### src/rtl/alog_pkg.sv
// Shared types for the adaptive-filter feeder: sample/accumulator widths,
// the buffered sample triplet and the frame sequencer state encoding.
// No logic; imported by the FIFO and the feeder top.
package alog_pkg;

  localparam int SAMPLE_W = 14;
  localparam int ACC_W    = 32;

  // One frame worth of samples: channel 2, channel 3, reference (42 bits).
  typedef struct packed {
    logic [SAMPLE_W-1:0] buf2;
    logic [SAMPLE_W-1:0] buf3;
    logic [SAMPLE_W-1:0] reff;
  } alog_triplet_t;

  typedef enum logic [1:0] {
    ST_IDLE = 2'd0,
    ST_HOLD = 2'd1,
    ST_GAP  = 2'd2
  } alog_feed_state_e;

endpackage

### src/rtl/alog_triplet_fifo.sv
// Purpose: synchronous FIFO of sample triplets, count-based full/empty.
// Latency: written entry visible (empty low) right after the push edge; read data registered on the pop edge.
// Backpressure: ready is registered and drops on the edge of the filling push; pop only when not empty.
module alog_triplet_fifo
  import alog_pkg::*;
#(
  parameter int FIFO_DEPTH = 4
) (
  input  logic          clk,
  input  logic          rstn,
  input  logic          push,
  input  alog_triplet_t wr_data,
  output logic          ready,
  input  logic          pop,
  output alog_triplet_t rd_data,
  output logic          empty
);

  localparam int AW = $clog2(FIFO_DEPTH);
  localparam logic [AW:0] FULL_CNT = (AW + 1)'(FIFO_DEPTH);

  alog_triplet_t   mem [FIFO_DEPTH];
  logic [AW-1:0]   wr_ptr;
  logic [AW-1:0]   rd_ptr;
  logic [AW:0]     count;
  logic [AW:0]     count_nxt;

  assign empty = (count == '0);

  // Next occupancy; simultaneous push and pop cancel out.
  always_comb begin
    count_nxt = count;
    case ({push, pop})
      2'b10:   count_nxt = count + 1'b1;
      2'b01:   count_nxt = count - 1'b1;
      default: count_nxt = count;
    endcase
  end

  // Pointers, occupancy, registered ready and registered read port.
  always_ff @(posedge clk or negedge rstn) begin
    if (!rstn) begin
      wr_ptr  <= '0;
      rd_ptr  <= '0;
      count   <= '0;
      ready   <= 1'b1;
      rd_data <= '0;
    end else begin
      count <= count_nxt;
      ready <= (count_nxt != FULL_CNT);
      if (push) wr_ptr <= wr_ptr + 1'b1;
      if (pop) begin
        rd_ptr  <= rd_ptr + 1'b1;
        rd_data <= mem[rd_ptr];
      end
    end
  end

  // Storage array; contents are don't-care until written.
  always_ff @(posedge clk) begin
    if (push) mem[wr_ptr] <= wr_data;
  end

endmodule

### src/rtl/alog_feeder.sv
// Purpose: frame sequencer feeding sample triplets with head_flag framing to the filter top (optional capture: ALOG_FEEDER_CAPTURE_EN).
// Latency: triplet accepted at edge k into an idle, empty feeder -> head_flag high and data valid from edge k+2.
// Backpressure: s_ready is registered FIFO not-full; result stream has no backpressure.
module alog_feeder
  import alog_pkg::*;
#(
  parameter int HOLD_CYCLES = 20,
  parameter int GAP_CYCLES  = 2,
  parameter int FIFO_DEPTH  = 4
) (
  input  logic                clk,
  input  logic                rstn,
  input  logic                s_valid,
  output logic                s_ready,
  input  logic [SAMPLE_W-1:0] s_buf2,
  input  logic [SAMPLE_W-1:0] s_buf3,
  input  logic [SAMPLE_W-1:0] s_reff,
  output logic [SAMPLE_W-1:0] buffer_2,
  output logic [SAMPLE_W-1:0] buffer_3,
  output logic [SAMPLE_W-1:0] reff,
  output logic                head_flag,
`ifdef ALOG_FEEDER_CAPTURE_EN
  input  logic [ACC_W-1:0]    dout,
  output logic                res_valid,
  output logic [ACC_W-1:0]    res_data,
`endif
  output logic [15:0]         frame_cnt,
  output logic                busy
);

  localparam logic [7:0] HOLD_LAST = 8'(HOLD_CYCLES - 1);
  localparam logic [7:0] GAP_LAST  = 8'(GAP_CYCLES - 1);
  // Pop one cycle ahead of the GAP exit so the next frame launches with no extra low time.
  localparam logic [7:0] GAP_PRE   = 8'(GAP_CYCLES - 2);

  alog_feed_state_e state;
  logic [7:0]       cnt;
  logic             fetched;
  logic             fifo_empty;
  logic             pop;
  logic             launch;
  logic             hold_end;
  logic             gap_end;
  logic             prefetch_pt;
  alog_triplet_t    wr_trip;
  alog_triplet_t    head_trip;

  assign wr_trip = '{buf2: s_buf2, buf3: s_buf3, reff: s_reff};

  alog_triplet_fifo #(
    .FIFO_DEPTH (FIFO_DEPTH)
  ) u_fifo (
    .clk     (clk),
    .rstn    (rstn),
    .push    (s_valid && s_ready),
    .wr_data (wr_trip),
    .ready   (s_ready),
    .pop     (pop),
    .rd_data (head_trip),
    .empty   (fifo_empty)
  );

  // Frame boundaries, the prefetch point and the pop/launch handshake with the FIFO read register.
  always_comb begin
    hold_end    = (state == ST_HOLD) && (cnt == HOLD_LAST);
    gap_end     = (state == ST_GAP) && (cnt == GAP_LAST);
    prefetch_pt = (GAP_CYCLES == 1) ? hold_end : ((state == ST_GAP) && (cnt == GAP_PRE));
    pop         = !fifo_empty && !fetched && ((state == ST_IDLE) || prefetch_pt);
    launch      = fetched && ((state == ST_IDLE) || gap_end);
  end

  assign busy = (state != ST_IDLE) || !fifo_empty || fetched;

  // State and cycle counter for the HOLD/GAP windows.
  always_ff @(posedge clk or negedge rstn) begin
    if (!rstn) begin
      state <= ST_IDLE;
      cnt   <= '0;
    end else begin
      case (state)
        ST_IDLE: begin
          if (launch) begin
            state <= ST_HOLD;
            cnt   <= '0;
          end
        end
        ST_HOLD: begin
          if (hold_end) begin
            state <= ST_GAP;
            cnt   <= '0;
          end else begin
            cnt <= cnt + 8'd1;
          end
        end
        ST_GAP: begin
          if (gap_end) begin
            state <= launch ? ST_HOLD : ST_IDLE;
            cnt   <= '0;
          end else begin
            cnt <= cnt + 8'd1;
          end
        end
        default: begin
          state <= ST_IDLE;
          cnt   <= '0;
        end
      endcase
    end
  end

  // Marks that the FIFO read register holds a popped triplet awaiting launch.
  always_ff @(posedge clk or negedge rstn) begin
    if (!rstn) begin
      fetched <= 1'b0;
    end else if (pop) begin
      fetched <= 1'b1;
    end else if (launch) begin
      fetched <= 1'b0;
    end
  end

  // Filter-facing samples, frame window and frame counter; samples only move on a launch.
  always_ff @(posedge clk or negedge rstn) begin
    if (!rstn) begin
      buffer_2  <= '0;
      buffer_3  <= '0;
      reff      <= '0;
      head_flag <= 1'b0;
      frame_cnt <= '0;
    end else begin
      if (launch) begin
        buffer_2  <= head_trip.buf2;
        buffer_3  <= head_trip.buf3;
        reff      <= head_trip.reff;
        head_flag <= 1'b1;
        frame_cnt <= frame_cnt + 16'd1;
      end else if (hold_end) begin
        head_flag <= 1'b0;
      end
    end
  end

`ifdef ALOG_FEEDER_CAPTURE_EN
  // Grab the filter output as the frame window closes and strobe it once.
  always_ff @(posedge clk or negedge rstn) begin
    if (!rstn) begin
      res_valid <= 1'b0;
      res_data  <= '0;
    end else begin
      res_valid <= hold_end;
      if (hold_end) res_data <= dout;
    end
  end
`endif

endmodule

### config.mk
export PLATFORM = sky130hd
export DESIGN_NAME = alog_feeder
export DESIGN_NICKNAME = d
export VERILOG_FILES = /design/src/rtl/alog_pkg.sv /design/src/rtl/alog_triplet_fifo.sv /design/src/rtl/alog_feeder.sv
export SDC_FILE = /design/constraint.sdc
export NUM_CORES = 1
export LEC_CHECK = 0
export ABC_AREA = 1
export BUFFER_PORTS_ARGS = -buffer_cell sky130_fd_sc_hd__buf_2
export CORE_MARGIN = 1
export CORE_UTILIZATION = 42
export CTS_CLUSTER_DIAMETER = 30
export CTS_CLUSTER_SIZE = 28
export DETAILED_ROUTE_END_ITERATION = 16
export PLACE_DENSITY = 0.59
export SKIP_LAST_GASP = 1
export SLEW_MARGIN = 15
export SYNTH_ARGS = -nofsm -noshare
export SYNTH_HDL_FRONTEND = slang
export SYNTH_SLANG_ARGS = --single-unit
export TNS_END_PERCENT = 30
### constraint.sdc
create_clock -name clk -period 2.7 [get_ports clk]
set_input_delay 0.54 -clock clk [delete_from_list [all_inputs] [get_ports clk]]
set_output_delay 0.54 -clock clk [all_outputs]
set_load 0.1 [all_outputs]
## Yosys cells after proc, flatten, opt, wreduce, memory -nomap -nowiden

Memories as Yosys holds them, arrays and structs flattened. A register that Yosys moved wholly into a read port is not among the register bits.
Cells that the tools add are included.

| storage, ports and cells | value |
|---|---|
| ROM bits | 0 |
| register bits after elaboration | 78 |
| logic and storage cells | 66 |
| bits of input ports | 45 |
| memories kept | 1 |
| output and inout bits | 61 |
| memory bits (writable) | 168 |
| latch bits | 0 |

| cells by class | value |
|---|---|
| add/sub/neg operators | 6 |
| shifts and indexed selects | 0 |
| muxes and demuxes | 16 |
| multipliers | 0 |
| div/mod/pow operators | 0 |
| reductions and logical operators | 21 |
| magnitude comparators | 0 |
| equal/unequal tests | 10 |
| bitwise logic cells | 0 |

Memories:

| name | depth | bits a word | read ports | clocked after memory_dff | write ports | line | source |
|---|---|---|---|---|---|---|---|
| u_fifo.mem | 4 | 42 | 1 | 1 | 1 | alog_triplet_fifo.sv:22 | `alog_triplet_t mem [FIFO_DEPTH];` |

Operator list:

| kind | number |
|---|---|
| $mux W8 | 3 |
| $pmux W8 S3 | 1 |
| $add A16 B1 Y16 const B | 1 |
| $add A8 B1 Y8 const B | 1 |
| $eq A8 B1 Y1 const B | 1 |
| $eq A8 B5 Y1 const B | 1 |
| $logic_not A8 Y1 | 1 |
| $logic_and A1 B1 Y1 | 7 |
| $mux W1 | 7 |
| $mux W2 | 3 |
| $ne A2 B2 Y1 const B | 3 |
| $pmux W2 S3 | 1 |
| $pmux W3 S2 | 1 |
| $reduce_bool A2 Y1 | 3 |
| $add A2 B1 Y2 const B | 2 |
| $eq A2 B1 Y1 const B | 2 |
| $eq A2 B2 Y1 const B | 2 |
| $logic_or A1 B1 Y1 | 4 |
| $add A3 B1 Y3 const B | 1 |
| $logic_not A1 Y1 | 3 |
| $logic_not A3 Y1 | 1 |
| $ne A3 B3 Y1 const B | 1 |
| $reduce_and A3 Y1 | 1 |
| $sub A3 B1 Y3 const B | 1 |
| $logic_not A2 Y1 | 1 |

## Longest topological paths before layout

| logic depth | value |
|---|---|
| depth in word-level cells | 7 |
| gate-level depth with buffers | 14 |
| depth with buffers taken out | 13 |

## By module

Synthesis repeated with hierarchy kept, for this count alone.

| unflattened totals | value |
|---|---|
| cell total of the unflattened synthesis | 1314 |
| area, all modules | 12419.4 sq um |

Modules (own cells, without submodules):

| module | instances | area each (sq um) | seq. area each (sq um) | cells an instance |
|---|---|---|---|---|
| alog_triplet_fifo | 1 | 9090.0 | 6297.3 | 888 |
| alog_feeder | 1 | 3329.4 | 1751.7 | 426 |

## Worst setup path before layout

No wires, ideal clock.

| timing path | value |
|---|---|
| path kind | flip-flop to flip-flop |
| start | register u_fifo.ready |
| end | memory u_fifo.mem[0][0] (netlist bit) (enable) |
| stages on the path, launching flop included | 3 |
| clock period less this slack | 3.392 ns |
| buffers on the path | 0 |
| path slack | -0.692 ns |
| arrival time | 2.950 ns |
| required time | 2.258 ns |
| library setup time | 0.442 ns |
| cell sequence | dfstp_2 nand2_1 nor2_1 |

| between the ends | value |
|---|---|
| cells in the longest elaborated chain, start to end | 3 |

Ends and longest elaborated chain:

| item | line | source |
|---|---|---|
| start, declared | alog_triplet_fifo.sv:13 | `output logic ready,` |
| start signal, assigned | alog_triplet_fifo.sv:50 | `ready <= (count_nxt != FULL_CNT);` |
| $logic_and A1 B1 Y1 | alog_feeder.sv:55 | `.push (s_valid && s_ready),` |
| $mux W1 | alog_triplet_fifo.sv:61 | `if (push) mem[wr_ptr] <= wr_data;` |
| $mux W1 (implied by the code) | alog_triplet_fifo.sv:61 |  |
| end, declared | alog_triplet_fifo.sv:22 |  |

Every way passes these cells.

## Final worst setup path

| timing path | value |
|---|---|
| start | register state[0] |
| end | output port busy |

| between the ends | value |
|---|---|
| cells in the longest elaborated chain, start to end | 3 |

Ends and longest elaborated chain:

| item | line | source |
|---|---|---|
| start, declared | alog_feeder.sv:36 | `alog_feed_state_e state;` |
| start signal, assigned | alog_feeder.sv:97 | `state <= launch ? ST_HOLD : ST_IDLE;` |
| $reduce_bool A2 Y1 | alog_feeder.sv:72 | `assign busy = (state != ST_IDLE) \|\| !fifo_empty \|\| fetched;` |
| $logic_or A1 B1 Y1 (2 in series) | alog_feeder.sv:72 |  |
| end, declared | alog_feeder.sv:28 | `output logic busy` |

Every way passes these cells.

==> impl_metrics.json <==
{
  "run_status": "finished, final reports clean",
  "instances_no_fill": 1625,
  "dp_cells": 1509,
  "layout_commonest_cell": "nand2_1",
  "dp_slack_ns": 0.4200,
  "synth_area_per_cell_um2": 10.63,
  "period_share_pct": 91.00,
  "wl_per_cell_um": 15.38,
  "clockRootBuffer": "clkbuf_16",
  "hpwl_um": 14120,
  "cts_buffers": 59,
  "cts_setup_buffers": 0,
  "tightest_slew_ns": 0.6297,
  "drt-total-wl_um": 24990,
  "period_needed_ns": 2.457,
  "grt_pass1_vias": 7654,
  "drcViolationCount": 0,
  "area_delta_synth_final_pct": 26.36,
  "start_util_pct": 42.83,
  "cts_resized": 0,
  "ir_drop_uv": 892.5,
  "min_path_type": "in2reg",
  "mostFrequentLayoutCells": "nand2_1, edfxtp_1, nor2_1",
  "hold_depth": 1,
  "clkSlewWorstSetupHoldPaths_ns": 0.05,
  "finalSetupTns_ns": 0,
  "cp_max_fo": 4,
  "finalPower_mw": 20.64,
  "syn_area_um2": 11580,
  "max_slew_margin_pct": 58.02,
  "synth_top_area_share_pct": 43.58,
  "critPathArrivalTime_ns": 1.92,
  "fin_util_pct": 54.13,
  "timing.rr.end": "u_fifo.ready$_DFF_PN1_",
  "path_class": "reg2out",
  "clock-sinks": 288,
  "min_to": "u_fifo.mem[1][32]$_DFFE_PP_",
  "end_kind": "output port",
  "maxSlewViolCount": 0,
  "p_per_area_nw_per_um2": 1411,
  "critPathRequiredTime_ns": 2.16,
  "die_y_um": 168.0,
  "grt_max_degree": 86,
  "fin_ws_ns": 0.2429,
  "crit_path_start_kind": "flip-flop",
  "rows": 60,
  "ys_seq_area_share_pct": 69.53,
  "dr_wl_met3_um": 1340,
  "nNetsFinal": 1289,
  "syn_nets": 1148,
  "synth_area_leaders": "edfxtp_1, dfrtp_1, nand2_1, nor2_1, o21ai_0",
  "worst-r2r-cell-count": 13,
  "post_dp_cell_area_um2": 12590,
  "routed-wl-met2_um": 11770,
  "ys_ff_latch": 288,
  "finalClockSkew_ns": 0.02719,
  "wl_met1_um": 11520,
  "hp-start": "s_buf2[4]",
  "setup_viol": 0,
  "cts_tree": "built",
  "clock_path_buffers": 3,
  "hold_violations": 0,
  "clock_latency_ns": 0.57,
  "grt_pass1_wl_um": 40390,
  "io_pins": 106,
  "fin_area_um2": 14630,
  "holdWs_ns": 0.1879,
  "ant_nets": 0,
  "synthDominantAreaCellType": "edfxtp_1",
  "grt_setup_unrepaired": "no",
  "clock.fmax_mhz": 407.0,
  "io_buffers": 105,
  "gp_congestion": 0.8036,
  "drtIter0Drc": 360,
  "viasPerCell": 4.839,
  "p_leak_nw": 6.316,
  "dr.pass1.iters": 5,
  "grt_antenna_before_repair": 4,
  "rrSetupSlack_ns": 0.42,
  "worstReg2RegStart": "state[0]$_DFFE_PN0P_",
  "maxCapViolCount": 0,
  "synth_cell_type_count": 25,
  "yosys_warnings": 0,
  "track_usage_pct": 18.17,
  "drive_gt1_share_pct": 18.81,
  "htree_levels": 2,
  "synthCells": 1089,
  "die_w_um": 168.0,
  "core_um2": 27030,
  "routed.top_layer": "met5",
  "fp.dieArea_um2": 28230,
  "grt-ovfl-total": 0,
  "vias": 7864
}
synth_stat cells, drive strengths merged:
library cell  number
a21oi             11
buf               33
clkbuf            16
clkinv             1
dfrtp            119
dfstp              1
edfxtp           168
fa                 1
ha                13
inv               31
nand2            359
nand3             11
nand4              7
nor2             155
nor3               3
o21ai            141
o21bai             3
xnor2              8
xor2               8
worst max-delay path, cell delays in order (launching register included):
cell     delay (ns)
dfrtp_1        0.38
inv_1          0.07
ha_1           0.23
nand2_1        0.09
inv_1          0.09
nand2_1        0.09
buf_2          0.42
kinds of logic after synthesis:
logic type | Yosys count | share of synthesized area, %
xor+xnor | 16 | 1.211
compound gates | 155 | 6.799
fa+ha+maj | 14 | 1.578
buf+inv | 81 | 3.210
flops | 288 | 69.53
simple gates | 535 | 17.67
where the power goes:
group	switching, mW	total, mW	internal, mW
logic	5.35	6.96	1.61
registers	0.591	6.53	5.93
clock network	2.30	7.15	4.85
timing repair:
| action | in CTS | in global routing |
|---|---|---|
| endpoints found under the setup margin | 0 | 0 |
| hold endpoints to repair | 44 | 0 |
| hold buffers | 1 | 0 |
cell type report:
cell class / count / area [um^2]
Fill cell: 2395 / 12400
Sequential cell: 288 / 8051
Multi-Input combinational cell: 720 / 3198
Clock buffer: 74 / 1594
Timing Repair Buffer: 129 / 802.0
Clock inverter: 38 / 427.9
Tap cell: 341 / 426.7
Inverter: 32 / 120.1
Antenna cell: 3 / 7.507
routing by layer:
layer / vias up / track usage, %
met3: 34 / 4.584
met1: 3742 / 23.90
met2: 166 / 29.75
li1: 3920 / -
met4: 2 / 5.425
met5: - / 0
state kept, by name, summed over array words and instances, names as in the netlist:
name,count
u_fifo.mem,168
u_fifo.rd_data,42
frame_cnt,16
buffer_2,14
buffer_3,14
reff,14
cnt,8
u_fifo.count,3
state,2
u_fifo.rd_ptr,2
u_fifo.wr_ptr,2
fetched,1
head_flag,1
u_fifo.ready,1
worst max path at each step:
stage,slack [ns],from,depth (start not counted),endpoint
floorplan,-0.69,u_fifo.ready$_DFF_PN1_,2,u_fifo.mem[0][0]$_DFFE_PP_
global placement,0.42,state[0]$_DFFE_PN0P_,13,u_fifo.ready$_DFF_PN1_
detailed placement,0.42,state[0]$_DFFE_PN0P_,13,u_fifo.ready$_DFF_PN1_
CTS,0.21,state[0]$_DFFE_PN0P_,6,busy
global route,0.12,state[0]$_DFFE_PN0P_,6,busy
finish,0.24,state[0]$_DFFE_PN0P_,6,busy
(Power assumes the default switching activity.)
